`src/rtl/mix_word_serializer.sv`:
```
// mix_word_serializer
//   Takes a one-cycle snapshot of NWORDS state words from the mixing stage and
//   streams them out one word per valid/ready handshake. While streaming, the
//   words are folded into a rotate-XOR signature. The signature is published
//   with a one-cycle sig_valid pulse after the last word, and frame_cnt counts
//   completed frames (16-bit, wraps).
//
// Ports
//   clk, rst           rising-edge clock, asynchronous active-high reset
//   cap_valid/ready    snapshot handshake; cap_data word i at [i*WIDTH +: WIDTH]
//   out_valid/ready    word stream handshake
//   out_data/index     current word and its index; out_last marks index NWORDS-1
//   sig_valid, sig     one-cycle pulse and signature of the last completed frame
//   frame_cnt          number of completed frames
//
// States
//   IDLE | waiting for a snapshot request, cap_ready high
//   SEND | streaming buffered words, out_valid high
module mix_word_serializer #(
  parameter int WIDTH  = 32,
  parameter int NWORDS = 8,
  parameter int IDXW   = $clog2(NWORDS)
) (
  input  logic                      clk,
  input  logic                      rst,
  input  logic                      cap_valid,
  output logic                      cap_ready,
  input  logic [WIDTH*NWORDS-1:0]   cap_data,
  output logic                      out_valid,
  input  logic                      out_ready,
  output logic [WIDTH-1:0]          out_data,
  output logic [IDXW-1:0]           out_index,
  output logic                      out_last,
  output logic                      sig_valid,
  output logic [WIDTH-1:0]          sig,
  output logic [15:0]               frame_cnt
);

  typedef enum logic {IDLE, SEND} state_t;

  localparam logic [IDXW-1:0] LAST_IDX = IDXW'(NWORDS - 1);

  state_t            state_q, state_d;
  logic [WIDTH-1:0]  buf_q [NWORDS];
  logic [IDXW-1:0]   idx_q;
  logic [WIDTH-1:0]  acc_q;
  logic [WIDTH-1:0]  sig_q;
  logic              sig_valid_q;
  logic [15:0]       frame_cnt_q;

  logic              capture;
  logic              handshake;
  logic              at_last;
  logic [WIDTH-1:0]  cur_word;
  logic [WIDTH-1:0]  acc_next;

  assign cur_word  = buf_q[idx_q];
  assign at_last   = (idx_q == LAST_IDX);
  assign capture   = cap_valid && cap_ready;
  assign handshake = out_valid && out_ready;
  // rotate-left-by-one of the running accumulator, then fold in the word
  assign acc_next  = {acc_q[WIDTH-2:0], acc_q[WIDTH-1]} ^ cur_word;

  always_ff @(posedge clk or posedge rst) begin
    if (rst) state_q <= IDLE;
    else     state_q <= state_d;
  end

  always_comb begin
    state_d   = state_q;
    cap_ready = 1'b0;
    out_valid = 1'b0;
    case (state_q)
      IDLE: begin
        cap_ready = 1'b1;
        if (cap_valid) state_d = SEND;
      end
      SEND: begin
        out_valid = 1'b1;
        if (out_ready && at_last) state_d = IDLE;
      end
      default: state_d = IDLE;
    endcase
  end

  always_ff @(posedge clk or posedge rst) begin
    if (rst) begin
      for (int i = 0; i < NWORDS; i++) buf_q[i] <= '0;
      idx_q       <= '0;
      acc_q       <= '0;
      sig_q       <= '0;
      sig_valid_q <= 1'b0;
      frame_cnt_q <= '0;
    end else begin
      sig_valid_q <= 1'b0;
      if (capture) begin
        for (int i = 0; i < NWORDS; i++) buf_q[i] <= cap_data[i*WIDTH +: WIDTH];
        idx_q <= '0;
        acc_q <= '0;
      end else if (handshake) begin
        acc_q <= acc_next;
        if (at_last) begin
          sig_q       <= acc_next;
          sig_valid_q <= 1'b1;
          frame_cnt_q <= frame_cnt_q + 16'd1;
        end else begin
          idx_q <= idx_q + 1'b1;
        end
      end
    end
  end

  assign out_data  = cur_word;
  assign out_index = idx_q;
  assign out_last  = out_valid && at_last;
  assign sig_valid = sig_valid_q;
  assign sig       = sig_q;
  assign frame_cnt = frame_cnt_q;

endmodule
```
`config.mk`:
```
export PLATFORM = sky130hd
export DESIGN_NAME = mix_word_serializer
export DESIGN_NICKNAME = d
export VERILOG_FILES = /design/src/rtl/mix_word_serializer.sv
export SDC_FILE = /design/constraint.sdc
export NUM_CORES = 1
export LEC_CHECK = 0
export CELL_PAD_IN_SITES_DETAIL_PLACEMENT = 0
export CELL_PAD_IN_SITES_GLOBAL_PLACEMENT = 2
export CORE_MARGIN = 8
export CORE_UTILIZATION = 35
export DETAILED_ROUTE_END_ITERATION = 10
export HOLD_SLACK_MARGIN = 0.12
export PLACE_DENSITY = 0.78
export SYNTH_ARGS = -nofsm -noshare
export SYNTH_HDL_FRONTEND = slang
export SYNTH_SLANG_ARGS = --single-unit
```
`constraint.sdc`:
```
create_clock -name clk -period 15.25 [get_ports clk]
set_input_delay 4.575 -clock clk [delete_from_list [all_inputs] [get_ports clk]]
set_output_delay 4.575 -clock clk [all_outputs]
set_load 0.005 [all_outputs]
```
==> results of run 1 <==
[layout by cell type, fill, tap and decap left out, types with 3 or more instances in the layout]
cell	n
nand4_1	3
dfrtp_1	338
nand3_1	3
o22ai_1	12
clkbuf_16	41
xor2_1	9
mux2_2	297
or4_1	12
xnor2_2	15
o211ai_1	12
nand2_1	87
clkbuf_1	15
and2_1	3
clkinv_2	5
xnor2_1	18
clkdlybuf4s50_1	346
diode_2	6
ha_1	3
inv_1	4
o21ai_1	36
nor2_1	16
mux4_2	52
clkbuf_8	4
mux2_1	9
buf_4	7
o21ai_0	18
[through the flow]
step | power [mW] | area, um2 | worst slack (ps) | utilization
finish | 4.24 | 20300 | 7040 | 0.473
global route | 4.51 | 20300 | 6790 | 0.473
CTS | 4.31 | 20300 | 6910 | 0.473
detailed placement | 3.37 | 19100 | 7500 | 0.444
global placement | 3.34 | 19100 | 7560 | 0.444
floorplan | 2.68 | 15100 | 1220 | -
[metal layers]
layer  vias up  GRT usage  wire length (um)
met5         -          0                10
met4         2     0.0563               994
met3        55     0.0487              2630
met2       228      0.276             20500
met1      4873      0.216             18300
li1       4414          -                 -
[kinds of logic (layout without fill, tap and decap cells)]
family / Yosys count / in the layout / synth area share
other cells: 0 / 6 / 0
fa+ha+maj: 3 / 3 / 0.00248
simple gates: 138 / 138 / 0.0411
flops: 341 / 341 / 0.565
xor+xnor: 42 / 42 / 0.0318
mux: 358 / 358 / 0.305
compound gates: 80 / 80 / 0.0295
buf+inv: 69 / 427 / 0.0251
[power by group through the flow]
stage	logic [mW]	clock network [mW]	registers, mW
6_report	1.71	0.910	1.62
5_1_grt	1.85	0.979	1.68
4_1_cts	1.74	0.943	1.63
3_5_place_dp	1.73	0	1.64
3_3_place_gp	1.71	0	1.63
2_1_floorplan	1.18	0	1.50
[worst max-delay path, stage by stage, from the launching register on]
cell	delay, ps
dfrtp_4	770
buf_4	860
mux4_2	600
mux2_2	310
clkdlybuf4s50_1	490
[state kept, by name (all words and copies together), names as in the netlist]
register	flops
out_index	3
frame_cnt	16
sig	32
state_q	1
sig_valid	1
acc_q	32
buf_q	256
[synthesized netlist by cell type (all sizes together)]
cell,instances,area share
nor2,17,0.0042
nor4,2,0.0012
clkbuf,20,0.0050
o211ai,12,0.0060
and4,1,0.00058
ha,3,0.0025
nor3,2,0.00066
inv,6,0.0015
or4,12,0.0060
mux2,306,0.23
xnor2,33,0.027
nand2b,2,0.00083
nand2,89,0.022
mux4,52,0.077
o21ai,54,0.018
dfrtp,341,0.56
nand3,3,0.00099
buf,43,0.019
o22ai,12,0.0050
a21oi,2,0.00066
or2,1,0.00041
and3,1,0.00041
nand4,4,0.0021
nor2b,1,0.00041
and2,3,0.0012
xor2,9,0.0052
[how the worst min path moves through the flow]
stage	end	cells after the start
6_report	frame_cnt[15]	1
5_1_grt	sig[4]	2
4_1_cts	frame_cnt[15]	1
3_5_place_dp	frame_cnt[15]	1
3_3_place_gp	frame_cnt[15]	1
2_1_floorplan	frame_cnt[15]	1
[final cells by class]
type                            instances  area [um2]  area share
Multi-Input combinational cell        621        6220       0.307
Clock buffer                           60        1140      0.0560
Sequential cell                       341        8540       0.421
Tap cell                              585         732      0.0361
Antenna cell                            6        15.0    0.000740
Inverter                                6        30.0     0.00148
Timing Repair Buffer                  354        3540       0.174
Clock inverter                          7        85.1     0.00419
==> qor.txt, run 1 <==
run status = finished clean
Placer Congestion = 0.766
GR Util All Layers = 0.170
reg2reg end = acc_q[16]
Root Driver = clkbuf_16
WL per Instance = 21.4 um
peak supply drop = 0.0000948 V
TritonRoute pass-1 iters = 4
Sw Share = 0.310
max-slew violation count = 0
crit path max fanout = 51
Vias/cell = 4.83
Avg Cell Area, Syn = 14.7 um2
synthesized area = 15,100 um2
unique cell type count in the Yosys netlist = 36
R2R Setup Slk = 12,150 ps
share of layout cells above drive strength 1 = 0.314
Worst setup SP type = register
RSZ-0062 raised after global routing = false
Final Routed Wirelength = 42,400 um
grt ovf = 0
clk buf depth = 3
hold_sp = frame_cnt[15]
fillcell total = 3,799
register share of total power = 0.382
Yosys reg bits = 341
H-tree levels = 2
# clock sinks = 341
cells on worst reg2reg path = 5
TritonCTS clock tree = yes
slew margin rel. = 0.221
crit end category = output pin
post-synthesis sequential area ratio = 0.565
end of the critical path = out_data[12]
area grow syn2layout = 34.3%
Max Cap Viol = 0
syn_nets = 1,294
Setup TNS = 0 ps
Resize count post-CTS = 0
final cycle utilization of the critical path = 0.538
die area = 50,100 um2
Worst EP required = 10,680 ps
Slew @ Worst Pin = 1170 ps
Hold Slack = 462 ps
PortBufs = 346
Clock power frac = 0.215
final number of setup-violating endpoints = 0
largest net degree at the start of global routing = 172
DRC Markers = 0
power density cells = 209 nW/um2
crit path from = out_index[0]
Die X = 224 um
initial core utilization = 0.352
initial antenna violation count = 7
Critical Path AT = 3630 ps
P_leak = 8.38 nW
Routed Antenna Nets = 0
Initial DRC Count = 515
placed cells = 1,907
fin nets = 1,627
clk_skew = 12.6 ps
Max Freq = 122 MHz
cell count after synthesis = 1,031
YS warnings = 0
Core Area = 42,900 um2
Fin. Hold Viols = 0
vias in the first global route = 10,700
worst r2r src = out_index[0]
Clock Pin Slew Worst Setup and Hold Paths = 50 ps
Hold Crit Class = register to register
row count = 76
HPWL reported at the end of detailed placement = 29,100 um
Clock Latency Late Sink = 540 ps
internal power = 2.93 mW
Die Ht = 224 um
worst setup path class = register to output pin
# Post-CTS Setup Buffers = 0
# IOs = 347
Comb pwr share = 0.404
first-pass GRT wire length = 65,800 um
vias after detailed routing = 9,572
Final Critical Period = 8210 ps
fin cells = 1,980
hold buffer count at CTS = 0
total CTS buffers = 40
sw power = 1.31 mW
(Power assumes the default switching activity.)
==> run 2: changes to the inputs <==
--- a/config.mk
+++ b/config.mk
@@ -8,10 +8,10 @@
 export CELL_PAD_IN_SITES_DETAIL_PLACEMENT = 0
 export CELL_PAD_IN_SITES_GLOBAL_PLACEMENT = 2
 export CORE_MARGIN = 8
-export CORE_UTILIZATION = 35
+export CORE_UTILIZATION = 31
 export DETAILED_ROUTE_END_ITERATION = 10
 export HOLD_SLACK_MARGIN = 0.12
-export PLACE_DENSITY = 0.78
+export PLACE_DENSITY = 0.73
 export SYNTH_ARGS = -nofsm -noshare
 export SYNTH_HDL_FRONTEND = slang
 export SYNTH_SLANG_ARGS = --single-unit
==> constraint.sdc (replaced) <==
create_clock -name clk -period 6.94 [get_ports clk]
set_input_delay 2.082 -clock clk [delete_from_list [all_inputs] [get_ports clk]]
set_output_delay 2.082 -clock clk [all_outputs]
set_load 0.005 [all_outputs]
==> run 2 against run 1 <==
Compared with the run above:
- flip-flop and latch count unchanged
- via count fell by 0.22%
- sequential share of layout area is 0.20 points lower
- sequential power rose by 120%
- clock-buffer cell count shrank 2
- clock skew down 2.3 ps
- wire length grew 4.4%
- critical path depth unchanged
- combinational power rose by 120%
- highest routed layer unchanged
==> qor.txt, run 2 (synthesized netlist as in run 1, its figures left out) <==
run status = finished clean
DRC Markers = 0 (unchanged)
TritonRoute pass-1 iters = 4 (unchanged)
Clock Latency Late Sink = 550 ps (about the same)
final cycle utilization of the critical path = 0.773
Die X = 237 um (+5.8%)
Crit. path cell count = 4 (unchanged)
hold buffer count at CTS = 0 (unchanged)
peak supply drop = 0.000185 V (+95%)
largest net degree at the start of global routing = 152 (-12%)
CP cell instances = buf_12 > mux4_2 > mux2_2 > clkdlybuf4s50_1
Worst setup SP type = register
fin nets = 1,626 (-0.061%)
clk_skew = 10.3 ps (-2.28 ps)
WP buf/inv = 2 (unchanged)
Routed Antenna Nets = 0 (unchanged)
initial antenna violation count = 5 (-2)
Final Critical Period = 5370 ps
fillcell total = 4,495 (+18%)
grt ovf = 0 (unchanged)
row count = 81 (+6.6%)
crit path max fanout = 43 (-16%)
TritonCTS clock tree = yes
pre-CTS setup slack = 1890 ps (-5620 ps)
Die Ht = 237 um (+5.8%)
WL per Instance = 22.0 um (+2.9%)
H-tree levels = 2 (unchanged)
final number of setup-violating endpoints = 0 (unchanged)
share of layout cells above drive strength 1 = 0.317 (+0.00357)
total CTS buffers = 41 (+2.5%)
crit end category = output pin
most common library cell in the layout ignoring fill and taps = clkdlybuf4s50_1
Resize count post-CTS = 0 (unchanged)
Final Util = 0.420 (-0.0532)
Clock Pin Slew Worst Setup and Hold Paths = 50 ps (about the same)
RSZ-0062 raised after global routing = false
# IOs = 347 (unchanged)
Slew @ Worst Pin = 1120 ps (-47.5 ps)
Final Routed Wirelength = 44,300 um (+4.4%)
vias in the first global route = 10,600 (-0.50%)
Worst path max stage delay = 950 ps (+90 ps)
Critical Path AT = 3280 ps (-350 ps)
area grow syn2layout = 34.9%
Hold Crit Class = register to register
Crit path max-delay family = flip-flops
PortBufs = 346 (unchanged)
R2R Setup Slk = 3280 ps (-8870 ps)
Max Freq = 186 MHz
max-slew violation count = 0 (unchanged)
Setup TNS = 0 ps (unchanged)
Root Driver = clkbuf_16
reg2reg end = frame_cnt[14]
worst r2r src = out_index[0]
P_leak = 8.40 nW (+0.34%)
die area = 56,100 um2 (+12%)
max FFs per register = 256 (unchanged)
# clock sinks = 341 (unchanged)
vias after detailed routing = 9,551 (-0.22%)
Hold Slack = 478 ps (+15.3 ps)
CP max-delay cell = dfrtp_4
hold_sp = frame_cnt[15]
Placer Congestion = 0.744 (-2.9%)
GR Util All Layers = 0.157 (-0.0131)
Vias/cell = 4.75 (-1.7%)
commonest cells after routing, fill and taps aside = clkdlybuf4s50_1, dfrtp_1, mux2_2, nand2_1, mux4_2
Biggest register = buf_q
Initial DRC Count = 377 (-27%)
Final WS setup = 1570 ps (-5470 ps)
first-pass GRT wire length = 67,900 um (+3.2%)
Worst EP required = 4860 ps (-5820 ps)
# Post-CTS Setup Buffers = 0 (unchanged)
initial core utilization = 0.311 (-0.0411)
Fin. Hold Viols = 0 (unchanged)
crit path from = out_index[0]
power density cells = 459 nW/um2 (+120%)
clk buf depth = 3 (unchanged)
cells on worst reg2reg path = 8 (+3)
end of the critical path = out_data[0]
HPWL reported at the end of detailed placement = 30,500 um (+5.0%)
Max Cap Viol = 0 (unchanged)
worst setup path class = register to output pin
Core Area = 48,500 um2 (+13%)
slew margin rel. = 0.251 (+0.0299)
==> run 2: changes by cell type in the layout (fill, tap and decap cells not counted), sizes merged <==
cell      delta
clkinvlp     +2
bufinv       -2
clkbuf       -2
clkinv       +1
buf          -2
diode        -5
==> run 2: worst min path at each step <==
| stage | to | slack [ps] | cells past startpoint |
|---|---|---|---|
| 2_1_floorplan | frame_cnt[15] | 460 | 1 |
| 3_3_place_gp | sig[6] | 460 | 2 |
| 3_5_place_dp | sig[6] | 470 | 2 |
| 4_1_cts | frame_cnt[15] | 480 | 1 |
| 5_1_grt | sig[6] | 500 | 2 |
| 6_report | frame_cnt[15] | 480 | 1 |
==> run 2: through the flow <==
step / instances / power [mW] / instance area, um2
6_report: 2009 / 9.36 / 20400
5_1_grt: 2008 / 9.97 / 20400
4_1_cts: 2008 / 9.54 / 20400
3_5_place_dp: 1942 / 7.45 / 19100
3_3_place_gp: 1942 / 7.38 / 19100
2_1_floorplan: 1031 / 5.89 / 15100
==> run 2: routing by layer <==
| metal | GRT usage | vias up | part of all wire |
|---|---|---|---|
| met5 | 0 | - | 0.0013 |
| met4 | 0.0386 | 10 | 0.017 |
| met3 | 0.0442 | 65 | 0.062 |
| met2 | 0.258 | 239 | 0.48 |
| met1 | 0.202 | 4843 | 0.44 |
| li1 | - | 4394 | - |
==> run 2: where the power goes <==
group          switching (mW)  internal (mW)  total [mW]
clock network           0.834           1.20        2.03
registers               0.709           2.92        3.62
logic                    1.38           2.32        3.70
total                    2.93           6.43        9.36
==> run 2: cell type report <==
type | instances | area [um2] | share of cell area
clock inverter | 8 | 46.3 | 0.00227
timing repair buffer | 352 | 3570 | 0.175
multi-input combinational | 621 | 6230 | 0.305
sequential | 341 | 8540 | 0.419
antenna | 1 | 2.50 | 0.000123
clock buffer | 58 | 1200 | 0.0590
inverter | 6 | 26.3 | 0.00129
tap | 622 | 778 | 0.0382
==> run 2: worst register-to-register path, stage by stage (launching register included) <==
cell,delay [ps]
dfrtp_4,950
buf_12,400
ha_1,220
ha_1,260
nand2_4,420
inv_2,560
nand4_1,300
nor4_1,300
xor2_1,170
